**src/rtl/cam_fifo_pkg.sv**
```systemverilog
// Shared state encoding and default frame/timing geometry for the AL422B
// camera FIFO controller.
package cam_fifo_pkg;

  localparam int unsigned FRAME_BYTES_DEF = 32'd153600;
  localparam int unsigned RCLK_HALF_DEF   = 32'd2;
  localparam int unsigned RRST_CYCLES_DEF = 32'd4;

  typedef enum logic [2:0] {
    ST_IDLE      = 3'd0,
    ST_CAP_WAIT1 = 3'd1,
    ST_CAP_WRST  = 3'd2,
    ST_CAP_WAIT2 = 3'd3,
    ST_RD_RRST   = 3'd4,
    ST_RD_WAIT   = 3'd5,
    ST_RD_HIGH   = 3'd6,
    ST_RD_LOW    = 3'd7
  } cam_state_e;

endpackage

```
**src/rtl/cam_vsync_sync.sv**
```systemverilog
// Two-flop synchroniser for the camera VSYNC plus rising/falling edge
// detection on the synchronised level.
module cam_vsync_sync (
  input  logic i_clk,
  input  logic i_rst,
  input  logic i_vsync,
  output logic o_rise,
  output logic o_fall
);

  logic r_meta;
  logic r_sync;
  logic r_prev;

  // synchroniser chain plus one delayed copy for edge detection
  always_ff @(posedge i_clk) begin
    if (i_rst) begin
      r_meta <= 1'b0;
      r_sync <= 1'b0;
      r_prev <= 1'b0;
    end else begin
      r_meta <= i_vsync;
      r_sync <= r_meta;
      r_prev <= r_sync;
    end
  end

  assign o_rise = r_sync & ~r_prev;
  assign o_fall = ~r_sync & r_prev;

endmodule

```
**src/rtl/cam_fifo_ctrl.sv**
```systemverilog
// AL422B frame FIFO controller: VSYNC-framed capture (write reset / write
// enable) and byte-by-byte readout with read-pointer reset and RCLK generation.
module cam_fifo_ctrl
  import cam_fifo_pkg::*;
#(
  parameter int unsigned FRAME_BYTES = FRAME_BYTES_DEF,
  parameter int unsigned RCLK_HALF   = RCLK_HALF_DEF,
  parameter int unsigned RRST_CYCLES = RRST_CYCLES_DEF
) (
  input  logic       i_clk,
  input  logic       i_rst,
  input  logic       i_capture_start,
  input  logic       i_read_start,
  input  logic       i_rd_byte_str,
  input  logic       i_cam_vsync,
  input  logic [7:0] i_fifo_d,
  output logic       o_fifo_busy,
  output logic       o_rrst_done,
  output logic       o_data_ready,
  output logic [7:0] o_data,
  output logic       o_fifo_wrst_n,
  output logic       o_fifo_wen,
  output logic       o_fifo_rrst_n,
  output logic       o_fifo_rclk,
  output logic       o_fifo_oe_n
);

  localparam int unsigned CW = $clog2(FRAME_BYTES + 32'd1);
  localparam int unsigned HW = $clog2(RCLK_HALF + 32'd1);
  localparam int unsigned PW = $clog2(RRST_CYCLES + 32'd1);

  localparam logic [CW-1:0] CNT_LAST  = CW'(FRAME_BYTES - 32'd1);
  localparam logic [CW-1:0] CNT_MAX   = CW'(FRAME_BYTES);
  localparam logic [HW-1:0] HALF_LAST = HW'(RCLK_HALF - 32'd1);
  localparam logic [PW-1:0] PER_LAST  = PW'(RRST_CYCLES - 32'd1);

  cam_state_e    r_state, w_state_nxt;
  logic [HW-1:0] r_half, w_half_nxt;
  logic          r_hi, w_hi_nxt;
  logic [PW-1:0] r_per, w_per_nxt;
  logic [CW-1:0] r_byte_cnt;

  logic w_vs_rise, w_vs_fall, w_half_end;
  logic w_dr_nxt, w_done_nxt, w_rrst_end, w_is_rd_nxt, w_data_cap;
  logic w_busy_nxt, w_oe_n_nxt, w_rclk_nxt, w_wrst_n_nxt, w_wen_nxt, w_rrst_n_nxt;

  logic       r_busy, r_rrst_done, r_data_ready, r_wrst_n, r_wen, r_rrst_n, r_rclk, r_oe_n;
  logic [7:0] r_data;

  cam_vsync_sync u_vsync_sync (
    .i_clk   (i_clk),
    .i_rst   (i_rst),
    .i_vsync (i_cam_vsync),
    .o_rise  (w_vs_rise),
    .o_fall  (w_vs_fall)
  );

  // next-state, half-period/period counters and next values of every output
  always_comb begin
    w_state_nxt = r_state;
    w_half_nxt  = r_half;
    w_hi_nxt    = r_hi;
    w_per_nxt   = r_per;
    w_half_end  = (r_half == HALF_LAST);
    case (r_state)
      ST_IDLE: begin
        if (i_capture_start) begin
          w_state_nxt = ST_CAP_WAIT1;
        end else if (i_read_start) begin
          w_state_nxt = ST_RD_RRST;
          w_half_nxt  = {HW{1'b0}};
          w_hi_nxt    = 1'b1;
          w_per_nxt   = {PW{1'b0}};
        end else begin
          w_state_nxt = ST_IDLE;
        end
      end
      ST_CAP_WAIT1: begin
        if (w_vs_rise) w_state_nxt = ST_CAP_WRST;
        else           w_state_nxt = ST_CAP_WAIT1;
      end
      ST_CAP_WRST: begin
        if (w_vs_fall) w_state_nxt = ST_CAP_WAIT2;
        else           w_state_nxt = ST_CAP_WRST;
      end
      ST_CAP_WAIT2: begin
        if (w_vs_rise) w_state_nxt = ST_IDLE;
        else           w_state_nxt = ST_CAP_WAIT2;
      end
      ST_RD_RRST: begin
        // each RCLK period is a high half then a low half; leave after a low half
        if (!w_half_end) begin
          w_half_nxt = r_half + 1'b1;
        end else begin
          w_half_nxt = {HW{1'b0}};
          if (r_hi) begin
            w_hi_nxt = 1'b0;
          end else if (r_per == PER_LAST) begin
            w_state_nxt = ST_RD_WAIT;
          end else begin
            w_per_nxt = r_per + 1'b1;
            w_hi_nxt  = 1'b1;
          end
        end
      end
      ST_RD_WAIT: begin
        if (i_rd_byte_str) begin
          w_state_nxt = ST_RD_HIGH;
          w_half_nxt  = {HW{1'b0}};
          w_hi_nxt    = 1'b1;
        end else begin
          w_state_nxt = ST_RD_WAIT;
        end
      end
      ST_RD_HIGH: begin
        if (w_half_end) begin
          w_state_nxt = ST_RD_LOW;
          w_half_nxt  = {HW{1'b0}};
          w_hi_nxt    = 1'b0;
        end else begin
          w_half_nxt = r_half + 1'b1;
        end
      end
      ST_RD_LOW: begin
        if (w_half_end) begin
          w_half_nxt = {HW{1'b0}};
          if (r_byte_cnt == CNT_MAX) w_state_nxt = ST_IDLE;
          else                       w_state_nxt = ST_RD_WAIT;
        end else begin
          w_half_nxt = r_half + 1'b1;
        end
      end
      default: begin
        w_state_nxt = ST_IDLE;
      end
    endcase

    // outputs are registered, so decode them from the state about to be entered
    w_dr_nxt     = (w_state_nxt == ST_RD_LOW) && (w_half_nxt == HALF_LAST);
    w_done_nxt   = w_dr_nxt && (r_byte_cnt == CNT_LAST);
    w_rrst_end   = (r_state == ST_RD_RRST) && (w_state_nxt == ST_RD_WAIT);
    w_data_cap   = (r_state == ST_RD_HIGH) && w_half_end;
    w_is_rd_nxt  = (w_state_nxt == ST_RD_RRST) || (w_state_nxt == ST_RD_WAIT) ||
                   (w_state_nxt == ST_RD_HIGH) || (w_state_nxt == ST_RD_LOW);
    w_busy_nxt   = (w_state_nxt != ST_IDLE) && !w_done_nxt;
    w_oe_n_nxt   = !w_is_rd_nxt || w_done_nxt;
    w_rclk_nxt   = (w_state_nxt == ST_RD_HIGH) || ((w_state_nxt == ST_RD_RRST) && w_hi_nxt);
    w_wrst_n_nxt = (w_state_nxt != ST_CAP_WRST);
    w_wen_nxt    = (w_state_nxt == ST_CAP_WAIT2);
    w_rrst_n_nxt = (w_state_nxt != ST_RD_RRST);
  end

  // FSM state and timing counters
  always_ff @(posedge i_clk) begin
    if (i_rst) begin
      r_state <= ST_IDLE;
      r_half  <= {HW{1'b0}};
      r_hi    <= 1'b0;
      r_per   <= {PW{1'b0}};
    end else begin
      r_state <= w_state_nxt;
      r_half  <= w_half_nxt;
      r_hi    <= w_hi_nxt;
      r_per   <= w_per_nxt;
    end
  end

  // byte counter: cleared at the end of read reset, saturates at the frame size
  always_ff @(posedge i_clk) begin
    if (i_rst) begin
      r_byte_cnt <= {CW{1'b0}};
    end else if (w_rrst_end) begin
      r_byte_cnt <= {CW{1'b0}};
    end else if (w_dr_nxt && (r_byte_cnt != CNT_MAX)) begin
      r_byte_cnt <= r_byte_cnt + 1'b1;
    end else begin
      r_byte_cnt <= r_byte_cnt;
    end
  end

  // registered FIFO controls, status pulses and read data
  always_ff @(posedge i_clk) begin
    if (i_rst) begin
      r_busy       <= 1'b0;
      r_rrst_done  <= 1'b0;
      r_data_ready <= 1'b0;
      r_data       <= 8'h00;
      r_wrst_n     <= 1'b1;
      r_wen        <= 1'b0;
      r_rrst_n     <= 1'b1;
      r_rclk       <= 1'b0;
      r_oe_n       <= 1'b1;
    end else begin
      r_busy       <= w_busy_nxt;
      r_rrst_done  <= w_rrst_end;
      r_data_ready <= w_dr_nxt;
      r_wrst_n     <= w_wrst_n_nxt;
      r_wen        <= w_wen_nxt;
      r_rrst_n     <= w_rrst_n_nxt;
      r_rclk       <= w_rclk_nxt;
      r_oe_n       <= w_oe_n_nxt;
      if (w_data_cap) r_data <= i_fifo_d;
      else            r_data <= r_data;
    end
  end

  assign o_fifo_busy   = r_busy;
  assign o_rrst_done   = r_rrst_done;
  assign o_data_ready  = r_data_ready;
  assign o_data        = r_data;
  assign o_fifo_wrst_n = r_wrst_n;
  assign o_fifo_wen    = r_wen;
  assign o_fifo_rrst_n = r_rrst_n;
  assign o_fifo_rclk   = r_rclk;
  assign o_fifo_oe_n   = r_oe_n;

endmodule

```
**config.mk**
```make
export PLATFORM = sky130hd
export DESIGN_NAME = cam_fifo_ctrl
export DESIGN_NICKNAME = d
export VERILOG_FILES = /design/src/rtl/cam_fifo_pkg.sv /design/src/rtl/cam_vsync_sync.sv /design/src/rtl/cam_fifo_ctrl.sv
export SDC_FILE = /design/constraint.sdc
export NUM_CORES = 1
export LEC_CHECK = 0
export CAP_MARGIN = 30
export CELL_PAD_IN_SITES_DETAIL_PLACEMENT = 0
export CELL_PAD_IN_SITES_GLOBAL_PLACEMENT = 1
export CORE_ASPECT_RATIO = 1.25
export CORE_UTILIZATION = 25
export DETAILED_ROUTE_END_ITERATION = 8
export PLACE_DENSITY = 0.62
export SYNTH_ARGS = -nofsm -noshare
export SYNTH_HDL_FRONTEND = slang
export SYNTH_SLANG_ARGS = --single-unit
```
**constraint.sdc**
```tcl
create_clock -name i_clk -period 3.35 [get_ports i_clk]
set_input_delay 0.335 -clock i_clk [delete_from_list [all_inputs] [get_ports i_clk]]
set_output_delay 0.335 -clock i_clk [all_outputs]
set_load 0.1 [all_outputs]
```
==> impl_metrics.env, run 1 <==
export IMPL_grt_setup_unrepaired="no"
export IMPL_slowest_stage="or4_1"
export IMPL_slew_headroom_pct=34.1
export IMPL_drive_above_1_share_pct=5.76
export IMPL_critPathKind="reg -> reg"
export IMPL_synthTopCellsByArea="dfxtp_1 43%, a21oi_1 5.8%, mux2i_1 4.7%, nor2_1 4.6%, or4_1 4.2%"
export IMPL_cts_max_level=2
export IMPL_ir_drop_v=0.000190
export IMPL_worstPathMaxFanout=29
export IMPL_initial_core_util_pct=25.9
export IMPL_dp_final_hpwl_um=3630
export IMPL_cp_slowest_stage_delay_ps=600
export IMPL_avgSynthCellArea_sq_um=8.65
export IMPL_startpoint_type="flip-flop"
export IMPL_synthSimpleGateAreaFrac_pct=29.9
export IMPL_area_sequential_sq_um=921
export IMPL_grt_pass1_vias=1941
export IMPL_ys_ff_latch=46
export IMPL_cp_required_ps=3580
export IMPL_outcome="finished, final reports clean"
export IMPL_hold_viol=0
export IMPL_root_buffer="clkbuf_8"
export IMPL_cts_setup_buffers=0
export IMPL_grt_util_met3_pct=2.27
export IMPL_gp_routability_congestion=0.755
export IMPL_crit_path_end_kind="flip-flop"
export IMPL_cts_tree="done"
export IMPL_cp_depth=6
export IMPL_routed_wl_um=5210
export IMPL_crit_family="simple AND/OR/NAND/NOR gates"
export IMPL_reg2reg_depth=6
export IMPL_path_clk_slew_ps=90
export IMPL_die_height_um=106
export IMPL_syn_nets=266
export IMPL_synth_area_leader_cell="dfxtp_1"
export IMPL_cts_resized_gates=0
export IMPL_hp_class="reg -> reg"
export IMPL_antennaDiodeCount=0
export IMPL_numClockSinks=46
export IMPL_nFillCells=886
export IMPL_clk_latency_ps=300
export IMPL_synth_xor_area_share_pct=0
export IMPL_yosysTopAreaCellShare_pct=42.9
export IMPL_synthAdderAreaFrac_pct=2.33
export IMPL_met2_usage_pct=23.2
export IMPL_p_per_area_nw_per_um2=465
export IMPL_syn2layout_area_growth_pct=25.3
export IMPL_min_path_cells=1
export IMPL_cts_buffers_inserted=5
export IMPL_synth_top_family_by_area="simple AND/OR/NAND/NOR gates"
export IMPL_vias=1952
export IMPL_p_leak_nw=0.867
export IMPL_synthMuxAreaShare_pct=4.67
export IMPL_die_area_sq_um=8950
export IMPL_die_x_um=84.8
export IMPL_fmax_mhz=342
export IMPL_coreArea_sq_um=8290
export IMPL_use_met1_pct=14.7
export IMPL_top_usage_layer="met2"
export IMPL_fin_setup_tns_ps=0
export IMPL_antenna_found_initial=0
export IMPL_drc=0
export IMPL_drt_vias_per_instance=5.21
export IMPL_grt_pass1_wl_um=9200
export IMPL_ant_nets=0
export IMPL_yosysSeqAreaShare_pct=42.9
export IMPL_synth_compound_area_share_pct=16.5
export IMPL_grt_max_degree=30
export IMPL_drv_cap=0
export IMPL_slew_viol_final=0
export IMPL_synth_distinct_cells=43
export IMPL_clock_skew_ps=6.53
export IMPL_multi_input_area_sq_um=1140
export IMPL_dr_pass1_iters=4
export IMPL_path_buf_inv=0
export IMPL_fin_crit_sh_pct=87.4
export IMPL_grt_usage_pct=12.7
export IMPL_critPathArrivalTime_ps=3160
export IMPL_synth_warnings=0
export IMPL_grt_overflow_total=0
export IMPL_nets=295
export IMPL_finalSetupViolCount=0
export IMPL_wl_per_cell_um=13.9
export IMPL_synth_cells=248
export IMPL_crit_path_cell_trace="or3b_1, nor4b_4, nor2_1, a211o_1, or4_1, a21oi_1"
export IMPL_syn_area_sq_um=2140
export IMPL_io_pins=30
export IMPL_portBuffers=29
export IMPL_clockBufferDepth=2
export IMPL_power_mw=1.25
export IMPL_cts_hold_buf=0
export IMPL_num_rows=37
export IMPL_worst_slew_pin_slew_ps=985
export IMPL_drt_iter0_drc=90
export IMPL_fin_crit_ps=2930
## cells in the final DEF, fill, tap and decap left out, types with 9 or more instances in the layout
master / synthesis / layout
nand3_1: 11 / 11
nor2_1: 26 / 26
dfxtp_1: 46 / 46
or4_1: 12 / 12
o31ai_1: 9 / 9
a21oi_1: 25 / 25
clkdlybuf4s50_1: 0 / 29
o21ai_0: 12 / 12
nand2_1: 12 / 12
mux2i_1: 10 / 10
## synthesized netlist by cell type
master and instances:
dfxtp_1 46, nor2_1 26, a21oi_1 25, nand2_1 12
o21ai_0 12, or4_1 12, nand3_1 11, mux2i_1 10
o31ai_1 9, nor2b_1 7, or3_1 7, clkbuf_1 6
inv_1 6, nand2b_1 5, nor4_1 5, and3_1 4
buf_2 4, ha_1 4, nor3_1 4, a211oi_1 3
nand3b_1 3, nand4_1 3, buf_1 2, nor3b_1 2
nor4b_1 2, a211o_1 1, a221o_1 1, a22oi_1 1
a32o_1 1, a32oi_1 1, and2_1 1, and4_1 1
and4b_1 1, buf_4 1, nand4b_1 1, nand4bb_1 1
nor4b_4 1, o211a_1 1, o21bai_1 1, o22ai_1 1
o41ai_1 1, or2_2 1, or3b_1 1
## sequential cells by signal (all words and copies together) (netlist names)
signal               flops
r_byte_cnt              18
o_data                   8
r_per                    3
r_state                  3
r_half                   2
o_data_ready             1
o_fifo_busy              1
o_fifo_oe_n              1
o_fifo_rclk              1
o_fifo_rrst_n            1
o_fifo_wen               1
o_fifo_wrst_n            1
o_rrst_done              1
r_hi                     1
u_vsync_sync.r_meta      1
u_vsync_sync.r_prev      1
u_vsync_sync.r_sync      1
## area by class of cell
type	count	share of cell area, %
Multi-Input combinational cell	183	42.6
Timing Repair Buffer	35	12.5
Tap cell	97	4.52
Sequential cell	46	34.3
Clock inverter	2	2.24
Clock buffer	6	3.07
Inverter	6	0.838
## through the flow
stage	setup WS [ps]	std cells	cell area, sq um	util, %	hold WS (ps)
final	423	375	2690	32.4	449
after global routing	205	375	2690	32.4	471
after CTS	428	375	2690	32.4	458
after detailed placement	286	367	2540	30.7	439
after global placement	325	367	2540	30.7	430
after floorplan	929	248	2140	-	407
## final timing paths
check,start,end,slack [ps]
max,r_state[0]$_SDFF_PP0_,r_byte_cnt[8]$_SDFFE_PP0P_,420
min,u_vsync_sync.r_meta$_SDFF_PP0_,u_vsync_sync.r_sync$_SDFF_PP0_,450
max reg2reg,r_state[0]$_SDFF_PP0_,r_byte_cnt[8]$_SDFFE_PP0P_,420
min reg2reg,u_vsync_sync.r_meta$_SDFF_PP0_,u_vsync_sync.r_sync$_SDFF_PP0_,450
## per-layer routing
| metal | vias to the layer above | wire [um] |
|---|---|---|
| li1 | 975 | - |
| met1 | 928 | 2350 |
| met2 | 39 | 2600 |
| met3 | 10 | 162 |
| met4 | 0 | 89 |
| met5 | - | 0 |
## kinds of logic (layout without fill, tap and decap cells)
kind of cell / count (synthesis) / in the layout
and+or+nand+nor: 111 / 111
AOI/OAI and AO/OA: 58 / 58
DFF: 46 / 46
buffers and inverters: 19 / 49
muxes: 10 / 10
adders and majority gates: 4 / 4
## where the power goes
part           internal [mW]  switching (mW)  leakage [nW]
Combinational         0.0575           0.105         0.423
Sequential             0.559          0.0125         0.373
Clock                  0.318           0.197        0.0714
No activity file was read; power rests on OpenSTA's default activity.
==> inputs of run 2 (changes only) <==
- CTS_BUF_LIST: not set -> sky130_fd_sc_hd__clkbuf_4 sky130_fd_sc_hd__clkbuf_8
- GPL_TIMING_DRIVEN: not set -> 0
- SLEW_MARGIN: not set -> 15
==> run 2 against run 1 <==
  * Routed wire length increased by 8.0%
  * Worst setup slack improved by 220 ps
  * Clock skew increased by 6.4 ps
  * Combinational power increased by 6%
  * Maximum frequency increased by 8.1%
  * Hold slack improved by 4.1 ps
  * Via count increased by 0.92%
  * Sequential power decreased by 0.9%
  * Count of clock-buffer cells in the layout increased by 1
  * Design area decreased by 0.93%
==> impl_metrics.env, run 2 (synthesis gave the netlist of run 1 again) <==
export IMPL_drv_cap=0
export IMPL_gp_routability_congestion=0.718
export IMPL_nFillCells=877
export IMPL_slew_viol_final=0
export IMPL_pre_cts_slack_ps=390
export IMPL_final_core_util_pct=32.1
export IMPL_coreArea_sq_um=8290
export IMPL_crit_path_frequent_cell="buf_2"
export IMPL_final_common_cell="dfxtp_1"
export IMPL_fmax_mhz=369
export IMPL_initial_core_util_pct=25.9
export IMPL_fin_crit_ps=2710
export IMPL_die_x_um=84.8
export IMPL_slowest_stage="or4_1"
export IMPL_power_mw=1.11
export IMPL_path_clk_slew_ps=90
export IMPL_p_per_area_nw_per_um2=416
export IMPL_routed_wl_um=5620
export IMPL_largest_reg_flops=18
export IMPL_antenna_found_initial=0
export IMPL_num_rows=37
export IMPL_root_buffer="clkbuf_8"
export IMPL_cts_buffers_inserted=5
export IMPL_dr_pass1_iters=4
export IMPL_io_pins=30
export IMPL_clock_skew_ps=13.0
export IMPL_finalWorstSetupSlack_ps=641
export IMPL_fin_crit_sh_pct=80.9
export IMPL_crit_family="simple AND/OR/NAND/NOR gates"
export IMPL_grt_max_degree=14
export IMPL_vias=1970
export IMPL_cp_slowest_stage_delay_ps=510
export IMPL_clockBufferDepth=2
export IMPL_hold_viol=0
export IMPL_worstPathMaxFanout=10
export IMPL_ant_nets=0
export IMPL_drive_above_1_share_pct=5.92
export IMPL_die_height_um=106
export IMPL_startpoint_type="flip-flop"
export IMPL_cts_setup_buffers=0
export IMPL_drt_iter0_drc=83
export IMPL_antennaDiodeCount=0
export IMPL_grt_overflow_total=0
export IMPL_fin_setup_tns_ps=0
export IMPL_dp_final_hpwl_um=3990
export IMPL_worst_slew_pin_slew_ps=983
export IMPL_critPathKind="reg -> reg"
export IMPL_syn2layout_area_growth_pct=24.1
export IMPL_grt_pass1_wl_um=9550
export IMPL_cts_resized_gates=0
export IMPL_outcome="finished, final reports clean"
export IMPL_slew_headroom_pct=34.3
export IMPL_die_area_sq_um=8950
export IMPL_cts_hold_buf=0
export IMPL_hp_class="reg -> reg"
export IMPL_p_leak_nw=0.854
export IMPL_path_buf_inv=3
export IMPL_finalSetupViolCount=0
export IMPL_layout_common_cells="46 x dfxtp_1, 29 x clkdlybuf4s50_1, 26 x nor2_1"
export IMPL_place_area_sq_um=2560
export IMPL_grt_usage_pct=13.5
export IMPL_nets=304
export IMPL_crit_path_end_kind="flip-flop"
export IMPL_grt_setup_unrepaired="no"
export IMPL_drc=0
export IMPL_cts_max_level=2
export IMPL_clk_latency_ps=300
export IMPL_wl_per_cell_um=14.6
export IMPL_cts_tree="done"
export IMPL_grt_pass1_vias=1950
export IMPL_ir_drop_v=0.000176
export IMPL_drt_vias_per_instance=5.13
export IMPL_cp_required_ps=3590
export IMPL_largest_register="r_byte_cnt"
export IMPL_portBuffers=29
export IMPL_critPathArrivalTime_ps=2940
export IMPL_crit_path_cell_trace="buf_4, or3b_1, buf_2, nor4b_4, nor2_1, a211o_1, buf_2, or4_1, a21oi_1"
export IMPL_numClockSinks=46
export IMPL_fin_area_sq_um=2660
## run 2: changes by cell type in the layout (fill, tap and decap cells not counted)
cell,change
buf_1,+2
bufinv_16,-2
clkbuf_2,+1
buf_2,+5
clkinv_2,+1
clkbuf_4,+1
buf_4,-5
clkbuf_1,+6
## run 2: metrics by stage
stage               instances  hold slack, ps
global placement          374             434
CTS                       382             457
floorplan                 248             407
detailed placement        374             441
finish                    384             453
global route              384             480
## run 2: per-layer routing
metal / GRT usage [%] / wire length (um)
met1: 16.2 / 2580
met3: 2.82 / 214
met4: 4.72 / 69
met2: 23.5 / 2760
met5: 0 / 0
## run 2: worst paths after layout
| check | startpoint | slack, ps | cells after the start | to |
|---|---|---|---|---|
| worst max-delay path | r_state[2]$_SDFF_PP0_ | 640 | 9 | r_byte_cnt[8]$_SDFFE_PP0P_ |
| worst min register to register | u_vsync_sync.r_meta$_SDFF_PP0_ | 450 | 1 | u_vsync_sync.r_sync$_SDFF_PP0_ |
| worst max register to register | r_state[2]$_SDFF_PP0_ | 640 | 9 | r_byte_cnt[8]$_SDFFE_PP0P_ |
| worst min-delay path | u_vsync_sync.r_meta$_SDFF_PP0_ | 450 | 1 | u_vsync_sync.r_sync$_SDFF_PP0_ |
## run 2: worst reg2reg max path, delay by kind of cell, from the launching register on
family          cells  cell delay (ps)
buf+inv             3              510
flops               1              320
compound gates      2              460
simple gates        4             1340
## run 2: power by group
part / switching (mW) / leakage [nW] / internal (mW)
combinational: 0.113 / 0.430 / 0.0578
sequential: 0.00804 / 0.373 / 0.559
clock: 0.195 / 0.0517 / 0.175
## run 2: cell type report
class	instances	area [sq um]	area share, %
Inverter	6	22.5	0.846
Timing Repair Buffer	31	300	11.3
Clock inverter	1	5.00	0.188
Multi-Input combinational cell	183	1140	43.0
Buffer	13	57.6	2.16
Tap cell	97	121	4.56
Clock buffer	7	90.1	3.39
Sequential cell	46	921	34.6
